<file path="src/rtl/tmds_pkg.sv">
// Shared TMDS definitions: period codes (also the transmit mux select),
// control-code symbols and per-channel video guard-band symbols.
package tmds_pkg;

  typedef enum logic [1:0] {
    P_BLANK = 2'b00,
    P_GUARD = 2'b01,
    P_VIDEO = 2'b10
  } period_t;

  typedef enum logic [1:0] {
    S_BLANK = 2'b00,
    S_GUARD = 2'b01,
    S_VIDEO = 2'b10
  } dec_state_t;

  localparam logic [9:0] CTL_00 = 10'b1101010100;
  localparam logic [9:0] CTL_01 = 10'b0010101011;
  localparam logic [9:0] CTL_10 = 10'b0101010100;
  localparam logic [9:0] CTL_11 = 10'b1010101011;

  localparam logic [9:0] GUARD_CH0 = 10'b1011001100;
  localparam logic [9:0] GUARD_CH1 = 10'b0100110011;

endpackage

</file>
<file path="src/rtl/tmds_sym_classify.sv">
// Combinational classifier: flags control symbols (with their 2-bit code)
// and the channel's video leading guard-band symbol.
module tmds_sym_classify
  import tmds_pkg::*;
#(
  parameter logic [9:0] GUARD_SYM = GUARD_CH0
) (
  input  logic [9:0] sym,
  output logic       is_ctl,
  output logic [1:0] ctl_code,
  output logic       is_guard
);

  always_comb begin
    is_ctl   = 1'b1;
    ctl_code = 2'b00;
    case (sym)
      CTL_00:  ctl_code = 2'b00;
      CTL_01:  ctl_code = 2'b01;
      CTL_10:  ctl_code = 2'b10;
      CTL_11:  ctl_code = 2'b11;
      default: is_ctl = 1'b0;
    endcase
  end

  assign is_guard = (sym == GUARD_SYM);

endmodule

</file>
<file path="src/rtl/tmds_period_decoder.sv">
// Sink-side TMDS period decoder for one channel: preamble -> guard -> video tracking.
// Optional pixel counter / line_len enabled by defining PIXEL_COUNT_EN.
module tmds_period_decoder
  import tmds_pkg::*;
#(
  parameter logic [9:0] GUARD_SYM    = GUARD_CH0,
  parameter int         PREAMBLE_LEN = 8,
  parameter int         CNT_W        = 12
) (
  input  logic             clk,
  input  logic             reset,
  input  logic             in_valid,
  input  logic [9:0]       in_sym,
  output logic             out_valid,
  output logic [9:0]       out_sym,
  output logic [1:0]       period,
  output logic [1:0]       ctl,
  output logic             video_start,
  output logic             video_end,
  output logic             err,
  output logic [CNT_W-1:0] line_len
);

  localparam int RUN_W = $clog2(PREAMBLE_LEN + 1);
  localparam logic [RUN_W-1:0] RUN_MAX = RUN_W'(PREAMBLE_LEN);

  logic             is_ctl;
  logic [1:0]       ctl_code;
  logic             is_guard;
  dec_state_t       state;
  logic [RUN_W-1:0] run_cnt;
  logic             first_data;

  tmds_sym_classify #(.GUARD_SYM(GUARD_SYM)) u_classify (
    .sym      (in_sym),
    .is_ctl   (is_ctl),
    .ctl_code (ctl_code),
    .is_guard (is_guard)
  );

  always_ff @(posedge clk) begin
    if (reset) begin
      state       <= S_BLANK;
      run_cnt     <= '0;
      first_data  <= 1'b0;
      out_valid   <= 1'b0;
      out_sym     <= 10'd0;
      period      <= P_BLANK;
      ctl         <= 2'b00;
      video_start <= 1'b0;
      video_end   <= 1'b0;
      err         <= 1'b0;
    end else begin
      out_valid   <= in_valid;
      video_start <= 1'b0;
      video_end   <= 1'b0;
      err         <= 1'b0;
      if (in_valid) begin
        out_sym <= in_sym;
        case (state)
          S_BLANK: begin
            if (is_ctl) begin
              period <= P_BLANK;
              ctl    <= ctl_code;
              // a run continues only while the code repeats
              if (ctl_code == ctl) begin
                run_cnt <= (run_cnt == RUN_MAX) ? run_cnt : run_cnt + 1'b1;
              end else begin
                run_cnt <= RUN_W'(1);
              end
            end else if (is_guard && (run_cnt >= RUN_MAX)) begin
              state  <= S_GUARD;
              period <= P_GUARD;
            end else begin
              err     <= 1'b1;
              run_cnt <= '0;
              period  <= P_BLANK;
            end
          end
          S_GUARD: begin
            if (is_guard) begin
              state      <= S_VIDEO;
              period     <= P_GUARD;
              first_data <= 1'b1;
            end else if (is_ctl) begin
              err     <= 1'b1;
              state   <= S_BLANK;
              run_cnt <= RUN_W'(1);
              ctl     <= ctl_code;
              period  <= P_BLANK;
            end else begin
              err     <= 1'b1;
              state   <= S_BLANK;
              run_cnt <= '0;
              period  <= P_BLANK;
            end
          end
          S_VIDEO: begin
            if (is_ctl) begin
              state      <= S_BLANK;
              run_cnt    <= RUN_W'(1);
              ctl        <= ctl_code;
              video_end  <= 1'b1;
              first_data <= 1'b0;
              period     <= P_BLANK;
            end else begin
              // guard symbols inside video are plain pixel data
              period      <= P_VIDEO;
              video_start <= first_data;
              first_data  <= 1'b0;
            end
          end
          default: begin
            state  <= S_BLANK;
            period <= P_BLANK;
          end
        endcase
      end
    end
  end

`ifdef PIXEL_COUNT_EN
  logic [CNT_W-1:0] pix_cnt;
  logic             pix_inc;
  logic             pix_latch;

  assign pix_inc   = in_valid && (state == S_VIDEO) && !is_ctl;
  assign pix_latch = in_valid && (state == S_VIDEO) && is_ctl;

  // saturating pixel count, captured into line_len when video ends
  always_ff @(posedge clk) begin
    if (reset) begin
      pix_cnt  <= '0;
      line_len <= '0;
    end else if (pix_latch) begin
      line_len <= pix_cnt;
      pix_cnt  <= '0;
    end else if (pix_inc && (pix_cnt != {CNT_W{1'b1}})) begin
      pix_cnt <= pix_cnt + 1'b1;
    end
  end
`else
  assign line_len = '0;
`endif

endmodule

</file>
<file path="config.mk">
export PLATFORM = sky130hd
export DESIGN_NAME = tmds_period_decoder
export DESIGN_NICKNAME = d
export VERILOG_FILES = /design/src/rtl/tmds_pkg.sv /design/src/rtl/tmds_sym_classify.sv /design/src/rtl/tmds_period_decoder.sv
export SDC_FILE = /design/constraint.sdc
export NUM_CORES = 1
export LEC_CHECK = 0
export CAP_MARGIN = 20
export CORE_MARGIN = 1
export CORE_UTILIZATION = 50
export DETAILED_ROUTE_END_ITERATION = 10
export GPL_ROUTABILITY_DRIVEN = 0
export HOLD_SLACK_MARGIN = 0.06
export PLACE_DENSITY = 0.91
export SLEW_MARGIN = 0
export SYNTH_ARGS = -nofsm -noshare
export SYNTH_HDL_FRONTEND = slang
export SYNTH_SLANG_ARGS = --single-unit
</file>
<file path="constraint.sdc">
create_clock -name clk -period 2.5 [get_ports clk]
set_input_delay 0.25 -clock clk [delete_from_list [all_inputs] [get_ports clk]]
set_output_delay 0.25 -clock clk [all_outputs]
set_load 0.005 [all_outputs]
</file>
==> results.md, run 1 <==
* Outcome: finished clean
* Inserted Diodes at 0
* Setup Fix Bufs, Post-CTS at 0
* Final net count at 219
* Primary FF master, synth: dfxtp_1
* YS warnings at 0
* Clock power share at 27.6%
* Worst hold path class: flip-flop to flip-flop
* Worst-margin pin slew at 532 ps
* Slowest stage cell, crit path: clkdlybuf4s50_1
* Die Height at 56.0 microns
* CTS Buf Count at 3
* Pre-CTS setup slack at 168 ps
* Worst r2r src: state[0]$_SDFFE_PP0P_
* Int Pwr at 527 uW
* DR vias at 1,276
* FF+latch count, synth at 25
* P_leak at 0.742 nW
* Maximum capacitance violations at 0
* Crit end category: flip-flop
* # hold bufs at CTS at 0
* CTS Root Cell: clkbuf_4
* Hold Vio Cnt, Final at 0
* Final clock skew at 5.93 ps
* Min-Delay Endpoint: period[0]$_SDFFE_PP0P_
* CP Buf/Inv Count at 1
* HPWL Detailed at 2310 microns
* CP startpoint kind: primary input
* Post-CTS Resized at 0
* Vias in the first global route at 1,214
* PnR worst setup slack at 498 ps
* WP data arrival at 2240 ps
* Combinational Power Share at 14.1%
* Starting Density at 52.8%
* Via density at 5.55
* Hold Startpoint: period[0]$_SDFFE_PP0P_
* CTS Sinks at 25
* M1 GR Usage at 24.1%
* Die area at 3130 sq um
* IO buf count at 30
* Flop pwr share at 58.3%
* First-pass GRT wire length at 5090 microns
* Peak Freq at 0.499 GHz
* R2R Path End: run_cnt[1]$_SDFFE_PP0P_
* GRT Residual Overflow at 0
* All-layer global routing usage at 20.3%
* CTS tree: built
* Crit-path cells: clkdlybuf4s50_1, and4bb_1, nor3b_4, mux2i_1, nand3b_1, nand2_1, mux2_4
* Clock Path Buffers at 2
* M3 GR Usage at 3.02%
* Iteration count of the initial detailed-routing pass at 4
* Initial antenna violation count at 0
* Worst setup path start: in_sym[0]
* # rows at 19
* R2r setup slk at 680 ps
* Fin crit period at 2000 ps
* Clk pin slew, worst setup/hold paths at 150 ps
* Reg2Reg Depth at 7
* Critical Path RT at 2740 ps
* WS Path Type: primary input to flip-flop
* Unrepaired setup endpoints after global routing: false
* WHS at 496 ps
* Slowest Stage Delay on Critical Path at 470 ps
* Pwr/cell area at 400 nW/um^2
* WHS Path Cells at 2
* Post-synthesis compound-gate area fraction at 14.3%
* Switching Share at 26.0%
* # IOs at 43
* Net Sw Power at 185 uW
* Crit-path leading delay family: simple AND/OR/NAND/NOR gates
* EDFF count, synth at 0
* Mux cell area share after synthesis at 9.28%
* Synthesis-to-finish area growth at 22.3%
* Async set-or-reset flop fraction in the synthesized netlist at 0%
* Chip width at 56.0 microns
* Fin crit share at 80.1%
* Critical Path Fanout Max at 5
* Initial DRC Count at 34
* Max VDD drop at 0.422 mV
* Drt drc at 0
* Final setup fails at 0
* Top area cells in the synthesized netlist: dfxtp_1, mux2i_1, buf_4
* Fin. max-slew vios at 0
* Final Cell Area at 1780 sq um
* Layout cell share with drive strength beyond 1 at 9.55%
* Synth Area in XOR/XNOR at 1.20%
* Main combinational cell family by area after synthesis: simple AND/OR/NAND/NOR gates
* GR peak layer: met2
* Pin count of the biggest net entering global routing at 19
* Total power at 712 uW
* Distinct cell type count after synthesis at 46
* H-tree levels at 1
* GRT met2 Usage at 34.7%
* Drt total wl at 3050 microns
* Core ar. at 2760 sq um
* Post-Synthesis Cell Area at 1460 sq um
* Drt wl/cell at 13.2 microns
* Worst relative slew slack at 64.4%
* Avg Cell Area, Syn at 8.67 sq um
* Post-synth top area cell: dfxtp_1
* ANT nets after route at 0
* Adder-Cell Fraction of Synth Area at 5.15%
* Post-synthesis sequential area ratio at 34.4%
* Cells after synthesis at 168
* Fin Setup TNS at 0 ps
* Clk_lat worst skew at 330 ps
* Simple-gate area share of the yosys netlist at 23.5%
* Yosys top cell area share at 34.4%
* Area after DPL at 1750 sq um
-- synthesized netlist by cell type, types with 2 or more instances --
library cell  instances
dfxtp_1              25
nor2_1               19
buf_4                12
inv_1                12
mux2i_1              12
nand2_1              10
a21oi_1               8
ha_1                  6
nor2b_1               6
nand3_1               5
a31oi_1               4
o21ai_0               4
clkbuf_1              3
a211oi_1              2
a21o_1                2
a22oi_1               2
and4b_1               2
and4bb_1              2
buf_1                 2
buf_2                 2
nand2b_1              2
nand3b_1              2
-- how the worst max path moves through the flow --
stage / to / cells after the start
2_1_floorplan: run_cnt[1]$_SDFFE_PP0P_ / 6
3_3_place_gp: run_cnt[1]$_SDFFE_PP0P_ / 7
3_5_place_dp: run_cnt[1]$_SDFFE_PP0P_ / 7
4_1_cts: run_cnt[1]$_SDFFE_PP0P_ / 7
5_1_grt: run_cnt[1]$_SDFFE_PP0P_ / 7
6_report: run_cnt[1]$_SDFFE_PP0P_ / 7
-- power groups by stage --
stage | Sequential, mW | Clock, mW | Combinational [mW]
after floorplan | 0.425 | 0 | 0.0561
after global placement | 0.424 | 0 | 0.0982
after detailed placement | 0.424 | 0 | 0.0999
after CTS | 0.416 | 0.198 | 0.101
after global routing | 0.417 | 0.212 | 0.109
final | 0.415 | 0.196 | 0.101
-- registers in the layout, indices dropped and copies added (netlist names) --
name / count
period: 2
state: 2
out_sym: 10
ctl: 2
err: 1
first_data: 1
run_cnt: 4
out_valid: 1
video_end: 1
video_start: 1
-- logic make-up after synthesis --
logic type	count (synthesis)
buffers and inverters	32
AND/OR/NAND/NOR	58
adder cells (fa/ha/maj)	6
multiplexers	13
flip-flops	25
XOR/XNOR	2
AO/OA/AOI/OAI	31
other	1
-- layout by cell type, fill, tap and decap left out, types with 2 or more instances in the layout --
cell type / netlist / final
a211oi_1: 2 / 2
a22oi_1: 2 / 2
a21oi_1: 8 / 8
inv_1: 12 / 12
clkbuf_4: 0 / 3
nor2b_1: 6 / 6
nand3_1: 5 / 5
nor2_1: 19 / 19
mux2i_1: 12 / 12
a31oi_1: 4 / 4
nand2b_1: 2 / 2
and4bb_1: 2 / 2
a21o_1: 2 / 2
o21ai_0: 4 / 4
nand2_1: 10 / 10
ha_1: 6 / 6
conb_1: 1 / 12
buf_4: 12 / 6
clkdlybuf4s50_1: 0 / 30
dfxtp_1: 25 / 25
and4b_1: 2 / 2
nand3b_1: 2 / 2
-- final cells by class --
cell class | instances | area [sq um]
repair buffers | 36 | 345
multi-input cells | 122 | 822
inverters | 12 | 45.0
well taps | 31 | 38.8
clock buffers | 3 | 22.5
flip-flops and latches | 25 | 500
clock inverters | 1 | 7.51
fillers | 230 | 976
-- layer usage --
metal / vias to the layer above / wire length [microns]
met5: - / 0
met4: 0 / 105
met3: 12 / 151
met2: 56 / 1480
met1: 587 / 1310
li1: 621 / -
-- worst register-to-register path, stage by stage, from the launching register on --
cell	delay, ps
dfxtp_1	370
inv_1	90
ha_1	280
inv_1	120
o31ai_2	340
nor3_2	100
nand2_1	130
mux2_4	300
-- per-stage QoR --
stage,utilization (%),cells
finish,64.6,230
global route,64.6,230
CTS,64.6,230
detailed placement,63.5,226
global placement,63.5,226
floorplan,-,179
No activity file was read; power rests on OpenSTA's default activity.
==> inputs of run 2 (changes only) <==
--- a/config.mk
+++ b/config.mk
@@ -7,11 +7,11 @@
 export LEC_CHECK = 0
 export CAP_MARGIN = 20
 export CORE_MARGIN = 1
-export CORE_UTILIZATION = 50
+export CORE_UTILIZATION = 42
 export DETAILED_ROUTE_END_ITERATION = 10
 export GPL_ROUTABILITY_DRIVEN = 0
 export HOLD_SLACK_MARGIN = 0.06
-export PLACE_DENSITY = 0.91
+export PLACE_DENSITY = 0.82
 export SLEW_MARGIN = 0
 export SYNTH_ARGS = -nofsm -noshare
 export SYNTH_HDL_FRONTEND = slang
==> constraint.sdc (replaced) <==
create_clock -name clk -period 1.7 [get_ports clk]
set_input_delay 0.17 -clock clk [delete_from_list [all_inputs] [get_ports clk]]
set_output_delay 0.17 -clock clk [all_outputs]
set_load 0.005 [all_outputs]
==> results.md, run 2 (synthesized netlist as in run 1, its figures left out) <==
* Outcome: finished, violations left (was finished clean)
* Failing checks: design-rule violations
* HPWL Detailed at 2530 microns (was 2310 microns)
* Layout Cells excl Fill at 270 (was 230)
* WS Path Type: flip-flop to flip-flop (was primary input to flip-flop)
* Initial DRC Count at 51 (was 34)
* # rows at 21 (was 19)
* Die area at 3710 sq um (was 3130 sq um)
* Drt total wl at 3680 microns (was 3050 microns)
* Worst r2r src: state[1]$_SDFFE_PP0P_ (was state[0]$_SDFFE_PP0P_)
* Initial antenna violation count at 0 (unchanged)
* Area after DPL at 1920 sq um (was 1750 sq um)
* CTS Buf Count at 3 (unchanged)
* Int Pwr at 787 uW (was 527 uW)
* Layout cell share with drive strength beyond 1 at 27.7% (was 9.55%)
* All-layer global routing usage at 20.7% (was 20.3%)
* Drt drc at 2 (was 0)
* Core ar. at 3340 sq um (was 2760 sq um)
* CTS tree: built (unchanged)
* GR peak layer: met2 (unchanged)
* Min-Delay Endpoint: out_sym[0]$_SDFFE_PP0P_ (was period[0]$_SDFFE_PP0P_)
* Inserted Diodes at 0 (unchanged)
* M1 GR Usage at 25.2% (was 24.1%)
* Flop pwr share at 57.7% (was 58.3%)
* Max VDD drop at 0.416 mV (was 0.422 mV)
* Combinational Power Share at 16.3% (was 14.1%)
* Via density at 5.12 (was 5.55)
* Fin crit period at 1620 ps
* Clk pin slew, worst setup/hold paths at 140 ps (was 150 ps)
* Crit end category: flip-flop (unchanged)
* Final net count at 244 (was 219)
* Fin Setup TNS at 0 ps (unchanged)
* Most flops, register: out_sym (unchanged)
* IO buf count at 30 (unchanged)
* Fin. max-slew vios at 0 (unchanged)
* M3 GR Usage at 3.20% (was 3.02%)
* Pin count of the biggest net entering global routing at 16 (was 19)
* # IOs at 43 (unchanged)
* Starting Density at 43.6% (was 52.8%)
* CTS Sinks at 25 (unchanged)
* Critical Path RT at 1960 ps (was 2740 ps)
* Most common cell after layout, fill and taps aside: buf_4 (was clkdlybuf4s50_1)
* R2r setup slk at 80 ps (was 680 ps)
* GRT Residual Overflow at 0 (unchanged)
* Reg2Reg Depth at 8 (was 7)
* H-tree levels at 1 (unchanged)
* R2R Path End: run_cnt[0]$_SDFFE_PP0P_ (was run_cnt[1]$_SDFFE_PP0P_)
* CP startpoint kind: flip-flop (was primary input)
* WHS Path Cells at 4 (was 2)
* Clock Path Buffers at 2 (unchanged)
* Net Sw Power at 271 uW (was 185 uW)
* Hold Vio Cnt, Final at 0 (unchanged)
* Hold Startpoint: in_sym[0] (was period[0]$_SDFFE_PP0P_)
* Max reg flops at 10 (unchanged)
* Vias in the first global route at 1,271 (was 1,214)
* Unrepaired setup endpoints after global routing: false (unchanged)
* Critical Path Fanout Max at 4 (was 5)
* Final clock skew at 5.70 ps (was 5.93 ps)
* Clk_lat worst skew at 330 ps (about the same)
* Pwr/cell area at 507 nW/um^2 (was 400 nW/um^2)
* Final setup fails at 0 (unchanged)
* ANT nets after route at 0 (unchanged)
* P_leak at 0.908 nW (was 0.742 nW)
* CTS Root Cell: clkbuf_4 (unchanged)
* Final Util at 62.5% (was 64.6%)
* Commonest non-fill, non-tap cells in the layout: buf_4, dfxtp_1, clkdlybuf4s50_1 (was clkdlybuf4s50_1, dfxtp_1, nor2_1)
* Iteration count of the initial detailed-routing pass at 7 (was 4)
* Fin crit share at 95.2%
* Worst setup path start: state[1]$_SDFFE_PP0P_ (was in_sym[0])
* Clock power share at 26.0% (was 27.6%)
* Largest regs: out_sym: 10 flops, run_cnt: 4 flops (unchanged)
* Synthesis-to-finish area growth at 43.2% (was 22.3%)
* Die Height at 60.9 microns (was 56.0 microns)
* Chip width at 60.9 microns (was 56.0 microns)
* Dpl cells at 261 (was 226)
* Maximum capacitance violations at 0 (unchanged)
* WP data arrival at 1880 ps (was 2240 ps)
* Total power at 1.06 mW (was 712 uW)
* First-pass GRT wire length at 5720 microns (was 5090 microns)
* Switching Share at 25.6% (was 26.0%)
* DR vias at 1,382 (was 1,276)
* Final Cell Area at 2090 sq um (was 1780 sq um)
* Drt wl/cell at 13.6 microns (was 13.2 microns)
* Peak Freq at 0.618 GHz
* Worst hold path class: primary input to flip-flop (was flip-flop to flip-flop)
* GRT met2 Usage at 37.4% (was 34.7%)
==> run 2: cell types whose count changed in the layout (fill, tap and decap cells not counted), moves of 2 or more <==
cell,before,now
clkdlybuf4s50_1,30,21
dlygate4sd2_1,0,5
dfxtp_1,25,21
clkdlybuf4s15_1,0,2
a21oi_2,0,3
inv_2,0,2
dfxtp_2,0,4
a21oi_1,8,5
o31ai_4,0,2
inv_1,12,10
buf_4,6,28
buf_6,0,3
==> run 2: worst max-delay path by stage <==
stage / end / slack, ps / depth (start not counted)
6_report: run_cnt[0]$_SDFFE_PP0P_ / 80 / 8
5_1_grt: ctl[1]$_SDFFE_PP0P_ / 1 / 7
4_1_cts: ctl[1]$_SDFFE_PP0P_ / 40 / 7
3_5_place_dp: run_cnt[1]$_SDFFE_PP0P_ / -500 / 7
3_3_place_gp: run_cnt[1]$_SDFFE_PP0P_ / -450 / 7
2_1_floorplan: run_cnt[1]$_SDFFE_PP0P_ / 20 / 6
==> run 2: critical path, stage by stage, from the launching register on <==
cell	delay, ps
dfxtp_2	370
inv_2	80
ha_1	240
buf_4	170
buf_4	130
nor2b_1	50
o21ai_0	200
o311ai_0	180
mux2i_1	140
==> run 2: cell type report <==
| cell class | instances | area (sq um) |
|---|---|---|
| Clock buffer | 3 | 22.5 |
| Clock inverter | 1 | 5.00 |
| Fill cell | 269 | 1250 |
| Inverter | 12 | 45.0 |
| Multi-Input combinational cell | 122 | 915 |
| Sequential cell | 25 | 505 |
| Tap cell | 46 | 57.6 |
| Timing Repair Buffer | 61 | 536 |
==> run 2: metrics by stage <==
| stage | setup WS, ps | hold WS (ps) |
|---|---|---|
| CTS | 37.3 | 259 |
| global route | 1.21 | 220 |
| global placement | -448 | 459 |
| finish | 82.2 | 212 |
| floorplan | 15.4 | 260 |
| detailed placement | -504 | 468 |
==> run 2: per-layer routing <==
layer	routed length, microns	part of all wire [%]
met5	0	0
met3	204	5.5
met2	1890	51
met4	72	2.0
met1	1510	41
==> run 2: what timing repair did <==
action / 4_1_cts / 5_1_grt
setup endpoints to repair: 6 / 6
hold buffers: 0 / 0
endpoints found under the hold margin: 0 / 0
setup buffers: 4 / 1
resized for setup: 17 / 21
cloned: 0 / 0
pin swaps: 7 / 10
==> run 2: power groups by stage <==
stage               registers [mW]  logic [mW]  clock network (mW)
global route                 0.613       0.189               0.302
finish                       0.611       0.173               0.275
global placement             0.624       0.161                   0
CTS                          0.611       0.167               0.271
floorplan                    0.625      0.0825                   0
detailed placement           0.623       0.164                   0
